File: config.mk
export PLATFORM = sky130hd
export DESIGN_NAME = inst_prefetch_queue
export DESIGN_NICKNAME = d
export VERILOG_FILES = /design/src/rtl/inst_prefetch_queue.sv
export SDC_FILE = /design/constraint.sdc
export NUM_CORES = 1
export LEC_CHECK = 0
export BUFFER_PORTS_ARGS = -buffer_cell sky130_fd_sc_hd__buf_2
export CORE_MARGIN = 2
export CORE_UTILIZATION = 51
export CTS_BUF_LIST = sky130_fd_sc_hd__clkbuf_8
export DETAILED_ROUTE_END_ITERATION = 12
export HOLD_SLACK_MARGIN = 0.15
export PLACE_DENSITY = 0.71
export SYNTH_ARGS = -nofsm -noshare
export SYNTH_HDL_FRONTEND = slang
export SYNTH_SLANG_ARGS = --single-unit
File: constraint.sdc
create_clock -name clk -period 24 [get_ports clk]
set_input_delay 1.2 -clock clk [delete_from_list [all_inputs] [get_ports clk]]
set_output_delay 1.2 -clock clk [all_outputs]
set_load 0.1 [all_outputs]
File: src/rtl/inst_prefetch_queue.sv
// ============================================================================
// Module  : inst_prefetch_queue
// Brief   : Sequential tetra prefetcher feeding a DEPTH-entry instruction FIFO,
//           with redirect flush, in-flight response drain and a read watchdog.
//           Optional macro PREFETCH_STATS_EN adds discard/fetch statistics ports.
// Revision: 1.0  initial release
// ============================================================================
`default_nettype none

module inst_prefetch_queue #(
    parameter int DEPTH       = 4,
    parameter int MEM_LAT_MAX = 255
) (
    input  logic        clk,
    input  logic        reset,
    input  logic        redirect,
    input  logic [63:0] redirect_addr,
    input  logic        enable,
    output logic        head_valid,
    output logic [31:0] head_inst,
    output logic [63:0] head_loc,
    input  logic        head_pop,
    output logic [63:0] mem_address,
    output logic [1:0]  mem_datasize,
    output logic        mem_read,
    input  logic [63:0] mem_readdata,
    input  logic        mem_done,
    output logic        timeout
`ifdef PREFETCH_STATS_EN
    ,
    output logic [15:0] stat_discards,
    output logic [31:0] stat_fetches
`endif
);

    localparam int             c_PW      = (DEPTH > 1) ? $clog2(DEPTH) : 1;
    localparam logic [c_PW:0]  c_DEPTH   = (c_PW + 1)'(DEPTH);
    localparam logic [7:0]     c_LAT_MAX = 8'(MEM_LAT_MAX);

    localparam logic [1:0] c_IDLE  = 2'd0;
    localparam logic [1:0] c_REQ   = 2'd1;
    localparam logic [1:0] c_DRAIN = 2'd2;

    logic [1:0]      r_state;
    logic [1:0]      w_next_state;
    logic            r_started;
    logic [63:0]     r_fetch_pc;
    logic [63:0]     r_mem_addr;
    logic [c_PW:0]   r_count;
    logic [c_PW-1:0] r_rd;
    logic [c_PW-1:0] r_wr;
    logic [31:0]     r_inst [DEPTH];
    logic [63:0]     r_loc  [DEPTH];
    logic [7:0]      r_wd;
    logic            r_timeout;

    logic w_busy;
    logic w_issue;
    logic w_push;
    logic w_pop;

    // Only the low tetra of the bus and the word-aligned part of the target matter.
    logic w_unused_bits;
    assign w_unused_bits = ^{mem_readdata[63:32], redirect_addr[1:0]};

    assign w_busy  = (r_state != c_IDLE);
    assign w_issue = (r_state == c_IDLE) && enable && r_started &&
                     (r_count < c_DEPTH) && !redirect;
    assign w_push  = (r_state == c_REQ) && mem_done && !redirect;
    assign w_pop   = head_pop && (r_count != '0) && !redirect;

    // ------------------------------------------------------------------------
    // Fetch state machine
    // ------------------------------------------------------------------------
    always_ff @(posedge clk or posedge reset) begin
        if (reset) begin
            r_state <= c_IDLE;
        end else begin
            r_state <= w_next_state;
        end
    end

    always_comb begin
        w_next_state = r_state;
        case (r_state)
            c_IDLE: begin
                if (w_issue) begin
                    w_next_state = c_REQ;
                end
            end
            c_REQ: begin
                if (mem_done) begin
                    w_next_state = c_IDLE;
                end else if (redirect) begin
                    w_next_state = c_DRAIN;
                end
            end
            c_DRAIN: begin
                if (mem_done) begin
                    w_next_state = c_IDLE;
                end
            end
            default: w_next_state = c_IDLE;
        endcase
    end

    always_comb begin
        mem_read = w_busy;
    end

    assign mem_address  = r_mem_addr;
    assign mem_datasize = 2'd2;

    // ------------------------------------------------------------------------
    // Fetch PC, request address and FIFO
    // ------------------------------------------------------------------------
    always_ff @(posedge clk or posedge reset) begin
        if (reset) begin
            r_started  <= 1'b0;
            r_fetch_pc <= '0;
            r_mem_addr <= '0;
            r_count    <= '0;
            r_rd       <= '0;
            r_wr       <= '0;
            for (int i = 0; i < DEPTH; i++) begin
                r_inst[i] <= '0;
                r_loc[i]  <= '0;
            end
        end else begin
            if (w_issue) begin
                r_mem_addr <= r_fetch_pc;
            end
            // A redirect flushes everything queued and wins over any pop or push.
            if (redirect) begin
                r_started  <= 1'b1;
                r_fetch_pc <= {redirect_addr[63:2], 2'b00};
                r_count    <= '0;
                r_rd       <= '0;
                r_wr       <= '0;
            end else begin
                if (w_push) begin
                    r_inst[r_wr] <= mem_readdata[31:0];
                    r_loc[r_wr]  <= r_fetch_pc;
                    r_wr         <= r_wr + 1'b1;
                    r_fetch_pc   <= r_fetch_pc + 64'd4;
                end
                if (w_pop) begin
                    r_rd <= r_rd + 1'b1;
                end
                case ({w_push, w_pop})
                    2'b10:   r_count <= r_count + 1'b1;
                    2'b01:   r_count <= r_count - 1'b1;
                    default: r_count <= r_count;
                endcase
            end
        end
    end

    assign head_valid = (r_count != '0);
    assign head_inst  = r_inst[r_rd];
    assign head_loc   = r_loc[r_rd];

    // ------------------------------------------------------------------------
    // Read watchdog: flags the (MEM_LAT_MAX+1)th busy cycle without a response
    // ------------------------------------------------------------------------
    always_ff @(posedge clk or posedge reset) begin
        if (reset) begin
            r_wd      <= '0;
            r_timeout <= 1'b0;
        end else if (w_busy && !mem_done) begin
            if (r_wd == c_LAT_MAX) begin
                r_timeout <= 1'b1;
            end
            if (r_wd != 8'hFF) begin
                r_wd <= r_wd + 8'd1;
            end
        end else begin
            r_wd <= '0;
        end
    end

    assign timeout = r_timeout;

`ifdef PREFETCH_STATS_EN
    logic [15:0] r_stat_discards;
    logic [31:0] r_stat_fetches;
    logic        w_discard;

    assign w_discard = mem_done &&
                       (((r_state == c_REQ) && redirect) || (r_state == c_DRAIN));

    always_ff @(posedge clk or posedge reset) begin
        if (reset) begin
            r_stat_discards <= '0;
            r_stat_fetches  <= '0;
        end else begin
            if (w_discard && (r_stat_discards != 16'hFFFF)) begin
                r_stat_discards <= r_stat_discards + 16'd1;
            end
            if (w_push) begin
                r_stat_fetches <= r_stat_fetches + 32'd1;
            end
        end
    end

    assign stat_discards = r_stat_discards;
    assign stat_fetches  = r_stat_fetches;
`endif

endmodule

`default_nettype wire

==> impl_results.md, run 1 <==
* Number of CTS-inserted buffers at 88
* CP Cell Sequence: buf_4 > mux4_2 > buf_2
* Hold wc startpoint: r_started
* Average wire length per cell after detail routing at 21.57 um
* Post-CTS sizing at 0
* Estimated wirelength of the detail-placed design at 33.88 mm
* DRC violations left at 0
* CTS Buffer Depth at 3
* Kind of critical path: reg -> out
* Placement Rows at 77
* GR Util met1 at 31.67%
* Accumulated negative setup slack at 0 ns
* Kind of launch point of the worst setup path: register
* Data required time of the critical path at 22.80 ns
* F_max at 216.1 MHz
* Smallest setup slack after layout at 19.37 ns
* Mean number of vias per cell at 5.761
* Placeable core area at 0.04441 mm^2
* Antenna Nets Post-Route at 0
* Netlist Area Pre-Place at 0.02308 mm^2
* Number of nets at the end of the flow at 2004
* Area Growth Syn to Fin at 14.51%
* Path category of the worst min-delay check: reg -> reg
* Syn. warnings at 0
* Max Fanout on Critical Path at 48
* Total global-route track usage at 23.76%
* Library cell occupying the most area in the post-synthesis netlist: dfrtp_1
* Number of search-and-repair iterations in the first detailed-routing pass at 5
* Die Y-Extent at 216.7 um
* Die ar. at 0.04697 mm^2
* Launch point of the worst reg-to-reg path: r_state[1]
* Run status: finished clean
* Worst rel slew slack at 26.99%
* Kind of end point of the critical path: primary output
* Sum of overflow across all layers after global routing at 0
* Input/output buffers at 258
* Vias in the first global route at 15430
* Most common cell after layout, fill and taps aside: dfrtp_1
* Worst Hold Endpoint: r_started
* Clock-pin slew on the worst setup and hold paths at 0.06 ns
* Routed vias at 14520
* Placer's final routability congestion estimate at 0.7490
* Max-slew violations at 0
* IO Pins at 299
* Clock sink count at 519
* Proportion of layout cells with a drive suffix above 1 at 47.79%
* Met2 Use GR at 37.80%
* Flop2flop setup slack at 20.87 ns
* Number of buffer and inverter instances along the worst setup path at 2
* Unrepaired setup endpoints after global routing: no
* Cts hold-fix bufs at 0
* Sequential-to-total area share from yosys stat at 56.28%
* Largest incremental delay on the critical path at 1.02 ns
* Setup Fix Bufs, Post-CTS at 0
* Most frequent cells in the layout: 517 x dfrtp_1, 414 x mux2_2, 257 x buf_2
* Transition time of the tightest slew-check pin at 1.095 ns
* Iteration-0 DRC Markers at 894
* Cells after DPL at 2365
* Top Family by Delay on Critical Path: buffers and inverters
* Main area contributors after synthesis: dfrtp_1 56%, mux2_2 20%, mux4_2 9.2%
* Pre-CTS worst setup slack at 19.83 ns
* Number of cells on the worst reg-to-reg path at 5
* Die W at 216.7 um
* Endpoints failing setup at 0
* TritonCTS clock tree: done
* Number of antenna violations at the first check in global routing at 5
* Starting utilization of the core area at 51.96%
* Insertion delay to the later sink of the worst-skew pair at 0.67 ns
* EDFF count, synth at 0
* Maximum number of pins on one net before global-route repair at 140
* Post-synth top area share at 56.28%
* Post-synth ARST share at 100.0%
* Count of maximum capacitance violations at 0
* Worst Hold Depth at 1
* GRT met3 Usage at 5.768%
* Terminus of the critical flop-to-flop path: r_inst[6]
* Maximum clock skew at final layout at 0.03365 ns
* Post-route insts no fill at 2520
* Avg Cell Area, Syn at 14.17 um^2
* First-pass GRT wire length at 86.51 mm
* Number of standard cells after synthesis at 1629
* Period Utilization, post-route at 19.28%
* GRT busiest layer: met2
* Most used flip-flop cell after synthesis: dfrtp_1
* Number of levels in the clock H-tree at 3
* Cell variety after synth at 53
* Drt total wl at 54.36 mm
* Critical path data arrival time at 3.43 ns
* Final Hold Violating Endpoints at 0
* Register bit total from synthesis at 519
* CTS root buffer: clkbuf_8
* Slowest library cell on the worst path: dfrtp_4
* Fin crit period at 4.628 ns
[routing by layer]
| layer | routed length [um] | vias up |
|---|---|---|
| li1 | - | 6412 |
| met1 | 23260 | 7591 |
| met2 | 25970 | 416 |
| met3 | 3614 | 94 |
| met4 | 1478 | 4 |
| met5 | 33 | - |
[worst max path at each step]
stage	cells after the start	from	slack, ns	to
2_1_floorplan	1	reset	8.30	mem_address[10]
3_3_place_gp	4	reset	19.96	r_inst[65]
3_5_place_dp	4	reset	19.83	r_inst[65]
4_1_cts	3	r_rd[1]	19.23	head_loc[8]
5_1_grt	3	r_rd[1]	19.20	head_loc[8]
6_report	3	r_rd[1]	19.37	head_loc[8]
[sequential cells by signal, summed over array words and instances, names as in the netlist]
register and flops:
r_loc 248, mem_address 62, r_state 2, r_inst 128, r_started 1, r_rd 2, r_fetch_pc 62, r_count 3
timeout 1, r_wd 8, r_wr 2
[final cells by class]
class | instances | area, um^2
inverter | 14 | 60.06
sequential | 519 | 13000
multi-input combinational | 963 | 9494
timing repair buffer | 277 | 1436
fill | 3537 | 17990
antenna | 3 | 7.507
clock buffer | 110 | 1514
clock inverter | 42 | 178.9
tap | 592 | 740.7
[cells in the mapped netlist (all sizes together), types with 2 or more instances]
library cell and number:
dfrtp 519, mux2 414, nand2 102, mux4 94, clkbuf 71, buf 66
o21ai 66, nor2 42, nand4 30, xor2 29, nand3 28, a31oi 18
or4 16, inv 13, o31ai 12, or3 12, xnor2 12, and4 9
nor3 9, and3 8, nor4 7, ha 6, o211ai 5, o31a 5
mux2i 4, a21oi 3, and2 3, nand2b 3, a211o 2, conb 2
nand4b 2, o211a 2, o21bai 2, or2 2
[metrics by stage]
step | util (%) | instance area [um^2] | hold slack [ns]
after global routing | 59.49 | 26420 | 0.4758
final | 59.50 | 26430 | 0.4643
after global placement | 55.67 | 24730 | 0.4520
after floorplan | - | 23090 | 0.4375
after CTS | 59.48 | 26420 | 0.4672
after detailed placement | 55.67 | 24730 | 0.4531
[logic make-up (layout without fill, tap and decap cells)]
kind of cell	Yosys count	in the layout	share of synthesized area, %
AND/OR/NAND/NOR	278	278	6.262
XOR/XNOR	41	41	1.556
flip-flops	519	519	56.28
AO/OA/AOI/OAI	119	119	3.096
adder cells (fa/ha/maj)	7	7	0.4120
multiplexers	512	512	29.55
buffers and inverters	151	443	2.819
other	2	9	0.03254
Power of run 1 is left out: the tool's default activity adds up to more than one toggle a clock period on the data nets, which glitch-free logic cannot reach.
==> inputs of run 2 (changes only) <==
- PLACE_DENSITY: 0.71 -> 0.74
- clock period: 24 -> 3.76 ns (I/O delays scaled with it)
==> impl_results.md, run 2 (synthesis gave the netlist of run 1 again) <==
* Run status: finished clean (unchanged)
* Maximum number of pins on one net before global-route repair at 118 (was 140)
* Fin crit period at 2.942 ns
* Placer's final routability congestion estimate at 0.7991 (was 0.7490)
* Transition time of the tightest slew-check pin at 1.078 ns (was 1.095 ns)
* Worst rel slew slack at 28.10% (was 26.99%)
* Die W at 216.7 um (unchanged)
* Power Total at 24.61 mW
* Worst Hold Depth at 4 (was 1)
* Endpoints failing setup at 0 (unchanged)
* Vias in the first global route at 16290 (was 15430)
* Number of search-and-repair iterations in the first detailed-routing pass at 7 (was 5)
* F_max at 339.9 MHz
* Setup Fix Bufs, Post-CTS at 0 (unchanged)
* Drt total wl at 56.57 mm (was 54.36 mm)
* Most common cell after layout, fill and taps aside: dfrtp_1 (unchanged)
* Antenna Nets Post-Route at 0 (unchanged)
* Largest register by flop count: r_loc (unchanged)
* Proportion of layout cells with a drive suffix above 1 at 45.39% (was 47.79%)
* CTS Buffer Depth at 3 (unchanged)
* Flop2flop setup slack at 0.91 ns (was 20.87 ns)
* Number of levels in the clock H-tree at 3 (unchanged)
* Number of antenna violations at the first check in global routing at 5 (unchanged)
* Iteration-0 DRC Markers at 1031 (was 894)
* Clock sink count at 519 (unchanged)
* Slowest library cell on the worst path: dfrtp_4 (unchanged)
* Max-slew violations at 0 (unchanged)
* Number of flip-flops in the largest register at 248 (unchanged)
* Mean number of vias per cell at 5.724 (was 5.761)
* Worst Hold Endpoint: mem_address[20] (was r_started)
* First-pass GRT wire length at 89.92 mm (was 86.51 mm)
* Most frequent cells in the layout: 517 x dfrtp_1, 414 x mux2_2, 257 x buf_2 (unchanged)
* CTS root buffer: clkbuf_8 (unchanged)
* CP Cell Sequence: buf_4 > mux4_2 > buf_2 (unchanged)
* Power per standard cell area at 876.9 mW/mm^2
* Terminus of the critical flop-to-flop path: r_fetch_pc[60] (was r_inst[6])
* Routed vias at 15280 (was 14520)
* Sum of overflow across all layers after global routing at 0 (unchanged)
* Maximum clock skew at final layout at 0.03171 ns (was 0.03365 ns)
* Period Utilization, post-route at 78.24%
* Max Fanout on Critical Path at 26 (was 48)
* Hold wc startpoint: enable (was r_started)
* Top Family by Delay on Critical Path: flip-flops (was buffers and inverters)
* Data required time of the critical path at 3.57 ns (was 22.80 ns)
* IO Pins at 299 (unchanged)
* Insertion delay to the later sink of the worst-skew pair at 0.64 ns (was 0.67 ns)
* Largest incremental delay on the critical path at 0.82 ns (was 1.02 ns)
* Placeable core area at 0.04441 mm^2 (unchanged)
* Area Growth Syn to Fin at 21.60% (was 14.51%)
* Average wire length per cell after detail routing at 21.19 um (was 21.57 um)
* Post-CTS sizing at 0 (unchanged)
* Path category of the worst min-delay check: in -> reg (was reg -> reg)
* DRC violations left at 0 (unchanged)
* Number of buffer and inverter instances along the worst setup path at 2 (unchanged)
* Estimated wirelength of the detail-placed design at 34.60 mm (was 33.88 mm)
* Critical path data arrival time at 2.75 ns (was 3.43 ns)
* Largest registers ranked by flip-flop count: r_loc (248), r_inst (128) (unchanged)
* Maximum ir drop on the vdd rail at 0.0009893 V
* Number of CTS-inserted buffers at 86 (was 88)
* Die ar. at 0.04697 mm^2 (unchanged)
* Unrepaired setup endpoints after global routing: no (unchanged)
* Input/output buffers at 258 (unchanged)
* Total global-route track usage at 24.63% (was 23.76%)
* TritonCTS clock tree: done (unchanged)
* Kind of launch point of the worst setup path: register (unchanged)
* Leakage component of the power at 13.28 nW
* Cts hold-fix bufs at 133 (was 0)
* Final Hold Violating Endpoints at 0 (unchanged)
* Die Y-Extent at 216.7 um (unchanged)
* Kind of end point of the critical path: primary output (unchanged)
* Launch point of the worst reg-to-reg path: r_fetch_pc[2] (was r_state[1])
* Clock-pin slew on the worst setup and hold paths at 0.06 ns (about the same)
* Filler cell count in the final layout at 3267 (was 3537)
* Number of cells on the worst reg-to-reg path at 6 (was 5)
* Count of maximum capacitance violations at 0 (unchanged)
* Kind of critical path: reg -> out (unchanged)
* Placement Rows at 77 (unchanged)
* Number of nets at the end of the flow at 2146 (was 2004)
* Starting utilization of the core area at 51.96% (unchanged)
* Minimum hold slack at 0.2134 ns (was 0.4643 ns)
-- run 2: cell types whose count changed in the layout (fill, tap and decap cells not counted), sizes merged --
| cell | change |
|---|---|
| buf | +11 |
| bufinv | +1 |
| clkbuf | +1 |
| clkinv | +7 |
| clkinvlp | +3 |
| diode | +1 |
| dlygate4sd3 | +133 |
| inv | -8 |
-- run 2: where the power goes --
part           switching [mW]  internal [mW]  total (mW)
clock network            2.25           2.71        4.97
registers               0.844           6.77        7.62
logic                    9.35           2.67        12.0
total                    12.5           12.2        24.6
-- run 2: area by class of cell --
| cell class | count | area (um^2) | share of cell area, % |
|---|---|---|---|
| antenna | 4 | 10.01 | 0.03567 |
| clock buffer | 111 | 1528 | 5.444 |
| tap | 592 | 740.7 | 2.639 |
| multi-input combinational | 963 | 9494 | 33.83 |
| timing repair buffer | 421 | 3013 | 10.74 |
| sequential | 519 | 13000 | 46.30 |
| clock inverter | 45 | 227.7 | 0.8114 |
| inverter | 14 | 56.30 | 0.2006 |
-- run 2: per-layer routing --
| layer | vias up | global-route usage (%) | wire length [um] |
|---|---|---|---|
| li1 | 6707 | - | - |
| met1 | 7926 | 32.40 | 23460 |
| met2 | 511 | 39.53 | 27270 |
| met3 | 131 | 5.488 | 3841 |
| met4 | 2 | 10.78 | 1978 |
| met5 | - | 0 | 15 |
-- run 2: how the worst max path moves through the flow --
stage,from,endpoint,cells past startpoint
6_report,r_rd[0],head_inst[29],3
5_1_grt,r_rd[0],head_inst[29],3
4_1_cts,r_rd[0],head_inst[29],3
3_5_place_dp,r_fetch_pc[2],r_fetch_pc[60],6
3_3_place_gp,r_fetch_pc[2],r_fetch_pc[46],6
2_1_floorplan,reset,mem_address[10],1
-- run 2: stage by stage --
| step | cell area, um^2 | worst slack, ns | util [%] | setup TNS [ns] | instances |
|---|---|---|---|---|---|
| 2_1_floorplan | 23100 | -3.478 | - | -1805.21 | 1633 |
| 3_3_place_gp | 24970 | 1.007 | 56.22 | 0 | 2376 |
| 3_5_place_dp | 24970 | 0.9412 | 56.22 | 0 | 2376 |
| 4_1_cts | 28050 | 0.7002 | 63.17 | 0 | 2665 |
| 5_1_grt | 28060 | 0.6847 | 63.18 | 0 | 2668 |
| 6_report | 28060 | 0.8183 | 63.19 | 0 | 2669 |
-- run 2: worst register-to-register path, cell delays in order (launching register included) --
cell and delay (ns):
dfrtp_1 0.49, ha_1 0.23, nand4b_1 0.25, nor2_1 0.44, nand4b_1 0.51, or4_1 0.64, a31oi_1 0.17
Power figures use the tool's default switching activity.
